### src/rtl/trace_pkg.sv
// Purpose: shared types and helpers for the trace source arbiter.
// Latency: n/a (types and constants only).
// Backpressure: n/a.
// Contents: arb_state_t FSM encoding, vector_t lane bundle, CREDIT_W width helper.
package trace_pkg;

  localparam int TRACE_N          = 8;
  localparam int TRACE_DATA_WIDTH = 32;

  typedef enum logic [1:0] {
    IDLE  = 2'd0,
    ARB   = 2'd1,
    BURST = 2'd2
  } arb_state_t;

  typedef logic [TRACE_N-1:0][TRACE_DATA_WIDTH-1:0] vector_t;

  // Width of a counter that must hold 0..depth-1 free slots plus headroom.
  function automatic int CREDIT_W(input int depth);
    return $clog2(depth) + 1;
  endfunction

endpackage

### src/rtl/rr_picker.sv
// Purpose: rotating-priority search over NUM_SRC requests, starting after 'last'.
// Latency: combinational.
// Backpressure: none; pure function of req and last.
// Ports: req (request vector), last (previous winner), found (any request), idx (winner).
module rr_picker #(
  parameter int NUM_SRC = 4,
  localparam int IDX_W  = $clog2(NUM_SRC)
) (
  input  logic [NUM_SRC-1:0] req,
  input  logic [IDX_W-1:0]   last,
  output logic               found,
  output logic [IDX_W-1:0]   idx
);

  logic [IDX_W-1:0] w_cand;

  // Visit last+1, last+2, ... wrapping; 'last' itself is visited last so a
  // lone requester can be re-granted.
  always_comb begin
    found  = 1'b0;
    idx    = last;
    w_cand = last;
    for (int k = 1; k <= NUM_SRC; k++) begin
      w_cand = IDX_W'((int'(last) + k) % NUM_SRC);
      if (!found && req[w_cand]) begin
        found = 1'b1;
        idx   = w_cand;
      end
    end
  end

endmodule

### src/rtl/trace_source_arbiter.sv
// Purpose: frame-atomic round-robin arbiter sharing one input buffer among NUM_SRC trace sources.
// Latency: 1 arbitration cycle per frame; accept -> enqueue/eof_out/vector_out 1 cycle.
// Backpressure: src_ready (combinational) drops when credits hit 0; grant is kept, other sources wait.
// Ports: clk/rst_n (async active-low); tracing gates new grants; src_valid/src_eof/src_vector
//   per source in, src_ready out; ib_dequeue returns a credit; enqueue/eof_out/vector_out
//   registered buffer write; grant_id current/last winner; credits free slots (debug).
// Build option: TRACE_ARB_BURST_LIMIT_EN caps a grant at MAX_BURST beats, closing it with eof_out=1.
module trace_source_arbiter
  import trace_pkg::*;
#(
  parameter int N          = 8,
  parameter int DATA_WIDTH = 32,
  parameter int NUM_SRC    = 4,
  parameter int IB_DEPTH   = 4,
  parameter int MAX_BURST  = 16,
  localparam int GID_W     = $clog2(NUM_SRC),
  localparam int CW        = CREDIT_W(IB_DEPTH)
) (
  input  logic                                   clk,
  input  logic                                   rst_n,
  input  logic                                   tracing,
  input  logic [NUM_SRC-1:0]                     src_valid,
  input  logic [NUM_SRC-1:0]                     src_eof,
  input  logic [NUM_SRC-1:0][N-1:0][DATA_WIDTH-1:0] src_vector,
  output logic [NUM_SRC-1:0]                     src_ready,
  input  logic                                   ib_dequeue,
  output logic                                   enqueue,
  output logic                                   eof_out,
  output logic [N-1:0][DATA_WIDTH-1:0]           vector_out,
  output logic [GID_W-1:0]                       grant_id,
  output logic [CW-1:0]                          credits
);

  // One slot of the buffer is never usable, so the pool starts at depth-1.
  localparam logic [CW-1:0]    CRED_MAX = CW'(IB_DEPTH - 1);
  // Resetting to the highest index makes source 0 the first one searched.
  localparam logic [GID_W-1:0] GID_RST  = GID_W'(NUM_SRC - 1);

  arb_state_t                   r_state;
  arb_state_t                   w_next_state;
  logic [GID_W-1:0]             r_grant;
  logic [GID_W-1:0]             w_idx;
  logic [CW-1:0]                r_credits;
  logic                         r_enq;
  logic                         r_eof;
  logic [N-1:0][DATA_WIDTH-1:0] r_vec;
  logic                         w_found;
  logic                         w_has_credit;
  logic                         w_accept;
  logic                         w_force;
  logic                         w_close;
  logic                         w_load_grant;
  logic [NUM_SRC-1:0]           w_ready;

  rr_picker #(
    .NUM_SRC (NUM_SRC)
  ) u_picker (
    .req   (src_valid),
    .last  (r_grant),
    .found (w_found),
    .idx   (w_idx)
  );

  assign w_has_credit = (r_credits != '0);
  assign w_accept     = (r_state == BURST) && src_valid[r_grant] && w_has_credit;
  // A frame closes on a real eof or on a forced burst-limit cut.
  assign w_close      = src_eof[r_grant] | w_force;

`ifdef TRACE_ARB_BURST_LIMIT_EN
  localparam int BEAT_W = $clog2(MAX_BURST + 1);

  logic [BEAT_W-1:0] r_beats;

  assign w_force = w_accept && (r_beats == BEAT_W'(MAX_BURST - 1));

  // Counts accepts inside the current grant; cleared whenever not in BURST so
  // every new grant starts from zero.
  always_ff @(posedge clk or negedge rst_n) begin
    if (!rst_n) begin
      r_beats <= '0;
    end else if (r_state != BURST) begin
      r_beats <= '0;
    end else if (w_accept) begin
      r_beats <= r_beats + BEAT_W'(1);
    end
  end
`else
  logic w_unused_max_burst;

  assign w_force            = 1'b0;
  assign w_unused_max_burst = (MAX_BURST > 0);
`endif

  always_ff @(posedge clk or negedge rst_n) begin
    if (!rst_n) begin
      r_state <= IDLE;
    end else begin
      r_state <= w_next_state;
    end
  end

  always_comb begin
    w_next_state = r_state;
    w_load_grant = 1'b0;
    w_ready      = '0;
    case (r_state)
      IDLE: begin
        if (tracing) begin
          w_next_state = ARB;
        end
      end
      ARB: begin
        if (!tracing) begin
          w_next_state = IDLE;
        end else if (w_found) begin
          w_load_grant = 1'b1;
          w_next_state = BURST;
        end
      end
      BURST: begin
        // tracing is only consulted once the frame closes, so a frame in
        // flight always completes.
        w_ready[r_grant] = w_has_credit;
        if (w_accept && w_close) begin
          w_next_state = tracing ? ARB : IDLE;
        end
      end
      default: begin
        w_next_state = IDLE;
      end
    endcase
  end

  always_ff @(posedge clk or negedge rst_n) begin
    if (!rst_n) begin
      r_grant <= GID_RST;
    end else if (w_load_grant) begin
      r_grant <= w_idx;
    end
  end

  // Simultaneous accept and dequeue cancel; a dequeue at the ceiling is dropped.
  always_ff @(posedge clk or negedge rst_n) begin
    if (!rst_n) begin
      r_credits <= CRED_MAX;
    end else if (w_accept && !ib_dequeue) begin
      r_credits <= r_credits - CW'(1);
    end else if (!w_accept && ib_dequeue && (r_credits != CRED_MAX)) begin
      r_credits <= r_credits + CW'(1);
    end
  end

  always_ff @(posedge clk or negedge rst_n) begin
    if (!rst_n) begin
      r_enq <= 1'b0;
      r_eof <= 1'b0;
      r_vec <= '0;
    end else begin
      r_enq <= w_accept;
      r_eof <= w_accept && w_close;
      if (w_accept) begin
        r_vec <= src_vector[r_grant];
      end
    end
  end

  assign src_ready  = w_ready;
  assign enqueue    = r_enq;
  assign eof_out    = r_eof;
  assign vector_out = r_vec;
  assign grant_id   = r_grant;
  assign credits    = r_credits;

endmodule

### config.mk
export PLATFORM = sky130hd
export DESIGN_NAME = trace_source_arbiter
export DESIGN_NICKNAME = d
export VERILOG_FILES = /design/src/rtl/trace_pkg.sv /design/src/rtl/rr_picker.sv /design/src/rtl/trace_source_arbiter.sv
export SDC_FILE = /design/constraint.sdc
export NUM_CORES = 1
export LEC_CHECK = 0
export ABC_AREA = 1
export BUFFER_PORTS_ARGS = -buffer_cell sky130_fd_sc_hd__buf_2
export CAP_MARGIN = 20
export CORE_AREA = 4 4 511 513
export DETAILED_ROUTE_END_ITERATION = 8
export DIE_AREA = 0 0 515 517
export SYNTH_ARGS = -nofsm -noshare
export SYNTH_HDL_FRONTEND = slang
export SYNTH_SLANG_ARGS = --single-unit
### constraint.sdc
create_clock -name clk -period 6.8 [get_ports clk]
set_clock_uncertainty 0.1 [all_clocks]
set_input_delay 1.02 -clock clk [delete_from_list [all_inputs] [get_ports clk]]
set_output_delay 1.02 -clock clk [all_outputs]
set_load 0.05 [all_outputs]
# Word level (Yosys, flattened, before mapping)
# Cells that the tools add are included.
# totals
regBits,265
output_inout_bits,267
# op_classes
addsub,6
n_lt_le_gt_ge,6
n_eq_ne,6
muxes,36
bitwise,1
n_reduce_logical,21
# op_table
operator,n
256-bit binary-select mux with 2-bit select,1
256-bit two-way mux,1
2-bit two-way mux,8
"2-bit by 3-bit < comparator with 1-bit output, second input constant",5
1-bit two-way mux,15
1-bit binary-select mux with 2-bit select,6
1-bit logical AND,10
3-bit two-way mux,2
"3-bit by 2-bit inequality test with 1-bit output, second input constant",2
2-bit one-hot mux with 3 select lines,1
1-bit zero test,5
"2-bit by 1-bit adder with 2-bit output, second input constant",2
"2-bit adder, second input constant",2
4-bit AND,1
4-bit two-way mux,1
4-bit nonzero test,1
"3-bit by 1-bit adder with 3-bit output, second input constant",1
3-bit AND reduction,1
3-bit nonzero test,1
"3-bit by 1-bit subtractor with 3-bit output, second input constant",1
1-bit demux with 2-bit select,1
"2-bit by 1-bit == test with 1-bit output, second input constant",1
"2-bit == test, second input constant",1
"2-bit by 1-bit >= comparator with 1-bit output, second input constant",1
other kinds (5),5

# Depth between registers and ports, before layout
# depth
word_depth,17
ltp_mapped,15
depth_no_buf,13

# Cells and area by module
# A second synthesis with hierarchy kept.
# hier_totals
cells_unflattened,2340
area_unflattened_um2,16166.8
# by_module_without_submodules
module,instances,cells_each,area_each_um2,seq_area_each_um2
trace_source_arbiter,1,2294,15935.3,6636.4
rr_picker,1,46,231.5,0.0

# Least setup slack after synthesis
# No wires, ideal clock.
# synth_timing
path_kind,register to output
from,register r_grant[0] (netlist: grant_id[0])
to,output port src_ready[0]
arrival_time_ns,2.126
setup_slack_ns,3.554
path_stages_with_launch,9
path_buffers,4
cell_sequence,dfstp_2 -> buf_4 -> inv_4 -> buf_6 -> buf_2 -> clkbuf_1 -> ha_1 -> inv_1 -> nor2_1
# synth_via
elab_chain_cells,6
# synth_lines
item,line,rtl
"start, declared",trace_source_arbiter.sv:41,logic [GID_W-1:0] r_grant;
"start signal, assigned",trace_source_arbiter.sv:138,r_grant <= w_idx;
2-bit by 3-bit < comparator with 1-bit output (implied by the code) or 2-bit by 1-bit >= comparator with 1-bit output (tied branches),trace_source_arbiter.sv:123,w_ready[r_grant] = w_has_credit;
1-bit logical AND (implied by the code),trace_source_arbiter.sv:123,
1-bit two-way mux (implied by the code),trace_source_arbiter.sv:123,
1-bit demux with 2-bit select (*),trace_source_arbiter.sv:123,
4-bit AND (no source line) (*),--,
4-bit two-way mux (*),trace_source_arbiter.sv:106,case (r_state)
"end, declared",trace_source_arbiter.sv:25,"output logic [NUM_SRC-1:0] src_ready,"
# Mark *: on every way between the ends. The rest lies on a longest branch, timed or not.

# Worst setup path in the final report
# layout_timing
from,register r_grant[1] (netlist: grant_id[1])
to,output port src_ready[0]
# The elaborated chain is that of the path after synthesis.

==> results.ini <==
[status]
outcome=finished, final reports clean

[placement]
portBuffers=1302
dpl_cell_area_um2=27400
dp.cells=7148
gp_congestion=1.01
hpwl_um=164000
place_ws_ns=3.07

[synth]
yosysMostFrequentCell=nor2_1
synth-compound-area-share_pct=24.5
synth_edf_count=0
yosys.area_share.simple_pct=29.5
synth_mux_area_share_pct=0
yosysWarningCount=0
ys_ff_latch=265
seq_area_frac_synth_pct=38.0
yosys.area_share.adder_pct=0.401
synthFlopType=dfrtp_1
synth_top_family_by_area=simple AND/OR/NAND/NOR gates
synth.distinct_cells=29
synth.cell_area_um2=17500
synth_common_cells=nor2_1 (1284), o21ai_0 (514), dfrtp_1 (261)
ys_top_cells_by_area=dfrtp_1 (37%), nor2_1 (28%), o21ai_0 (15%)
synth_fp_nets=3697
ys_async_sr_fraction_pct=100
yosys.area.top_type_share_pct=37.4
synthCells=2656
synth_xor_area_share_pct=0.0502
syn_area_per_cell_um2=6.57
synth_top_area_cell=dfrtp_1

[detailed_routing]
via_count=25100
routedWlPerCell_um=25.9
drt-total-wl_um=188000
drtAntennaViolNets=0
initialDrtViolationCount=2000
first_pass_iters=6
drc=0
avgViaCountPerCell=3.44

[power]
p_sw_share_pct=61.8
powerDensity_nw_per_um2=543
finalPower_mw=15.7
ir_worst_vdd_v=0.000324
p_switching_mw=9.73
p_leak_nw=12.5
p_clk_share_pct=14.5
seqPwrFrac_pct=18.9
internal_power_mw=6.01
pwr-share-comb_pct=66.6

[clock_network]
cts_buffers=40
postCtsSetupBuffers=0
ctsHtreeMaxLevel=2
clock-sinks=265
clkLatencyLatePin_ns=0.63
cts_buffer_depth=3
cts_tree=done
ctsHoldBuffers=0
cts_resized=0
cts.reportedPaths.clkPinSlew_ns=0.06
cts_root_buf=clkbuf_16

[final_layout]
utilization_pct=11.3
nets=4847
final-instance-count-excl-fill=7284
n_fill_cell=30200
area_growth_pct=65.9
drive_gt1_share_pct=37.4
fin_area_um2=29000

[sta]
hold_ws_ns=0.189
final.setup.tns_ns=0
fmax_ghz=0.256
finalCritPeriodShare_pct=57.5
slew_violations=0
min_period_ns=3.91
hold_violations=0
setup_viol=0
rsz0062_at_grt=false
tightest_slew_ns=1.40
slew_headroom_pct=5.87
layout_setup_ws_ns=2.89

[worst_setup_path]
reg2reg_slack_ns=3.07
cp-start-kind=flip-flop
crit_type=reg -> out
startpoint=grant_id[1]$_DFFE_PN1P_
crit_arrival_ns=2.79
worstReg2RegEnd=vector_out[231]$_DFFE_PN0P_
crit_required_ns=5.68
rr_worst_depth=9
r2r-start=grant_id[0]$_DFFE_PN1P_
worst-path-max-fanout=67
end_kind=primary output

[die]
core_area_um2=256000
dieArea_um2=266000
die_w_um=515
start_util_pct=6.81
io_pins=1303
num_rows=186
fp.dieH_um=517

[global_routing]
grt_max_degree=181
track_usage_pct=13.2
antenna_found_initial=219
grt_pass1_wl_um=230000
grt_pass1_vias=22300
grt_overflow_total=0

[flow_run]
cap_viol_max_count=0

[hold_path]
hp-class=in -> async

[worst max-delay path by stage]
stage | cells past startpoint | end
final | 6 | src_ready[0]
after global routing | 6 | src_ready[0]
after CTS | 6 | src_ready[0]
after detailed placement | 6 | vector_out[117]$_DFFE_PN0P_
after global placement | 6 | vector_out[117]$_DFFE_PN0P_
after floorplan | 8 | src_ready[0]
[critical path, stage by stage (launching register included)]
cell,delay (ns)
dfstp_4,0.64
inv_8,0.38
buf_4,0.50
ha_1,0.24
inv_1,0.04
nor2_1,0.08
buf_2,0.27
[kinds of logic after synthesis]
family                   count (synthesis)
flip-flops                             265
buffers and inverters                  256
adder cells (fa/ha/maj)                  5
AO/OA/AOI/OAI                          775
AND/OR/NAND/NOR                       1354
XOR/XNOR                                 1
[layout by cell type, fill, tap and decap left out]
| cell | Yosys | routed |
|---|---|---|
| clkbuf_1 | 107 | 6 |
| nand3_2 | 1 | 1 |
| nand2_1 | 41 | 41 |
| buf_8 | 0 | 1 |
| nand4_1 | 2 | 2 |
| a21oi_1 | 1 | 1 |
| a31oi_2 | 10 | 10 |
| nor2_1 | 1284 | 1284 |
| dfstp_2 | 4 | 2 |
| inv_8 | 0 | 1 |
| inv_1 | 25 | 25 |
| buf_4 | 22 | 24 |
| inv_16 | 0 | 2 |
| xor2_1 | 1 | 1 |
| nand2_4 | 1 | 1 |
| a31oi_1 | 247 | 247 |
| buf_2 | 64 | 1301 |
| buf_12 | 2 | 10 |
| bufinv_16 | 0 | 4 |
| dfstp_4 | 0 | 2 |
| nand2_2 | 1 | 1 |
| dfrtp_1 | 261 | 261 |
| clkinv_4 | 0 | 2 |
| clkbuf_16 | 0 | 40 |
| nor2_2 | 10 | 10 |
| o21bai_1 | 1 | 1 |
| clkinv_2 | 0 | 2 |
| o21ai_0 | 514 | 508 |
| o21ai_1 | 1 | 7 |
| diode_2 | 0 | 64 |
| clkinv_8 | 0 | 1 |
| nand3_1 | 14 | 14 |
| fa_1 | 1 | 1 |
| a21oi_2 | 1 | 1 |
| clkbuf_8 | 0 | 8 |
| ha_1 | 4 | 4 |
| clkinvlp_4 | 0 | 6 |
| inv_6 | 0 | 3 |
[state kept, by name, summed over array words and instances (netlist names)]
register	count
vector_out	256
credits	3
grant_id	2
enqueue	1
r_state	2
eof_out	1
[power by group through the flow]
stage	Sequential [mW]	Combinational [mW]	Clock, mW
floorplan	5.47	3.87	0
global placement	2.98	10.6	0
detailed placement	2.98	10.6	0
CTS	2.97	10.6	2.41
global route	3.08	11.2	2.43
finish	2.97	10.5	2.29
[layout make-up]
class	instances	area (µm²)	share of cell area (%)
Sequential cell	265	6640	22.9
Inverter	28	145	0.501
Clock inverter	18	235	0.812
Timing Repair Buffer	1336	6910	23.9
Multi-Input combinational cell	2135	9490	32.8
Tap cell	3384	4230	14.6
Antenna cell	64	160	0.553
Clock buffer	54	1130	3.92
[routing by layer]
layer,GRT usage [%],wire length [µm],vias to the layer above
li1,-,-,11200
met1,14.3,68800,11500
met2,20.7,81100,1675
met3,7.53,25700,548
met4,6.70,11900,128
met5,0,861,-
Power figures use the tool's default switching activity.
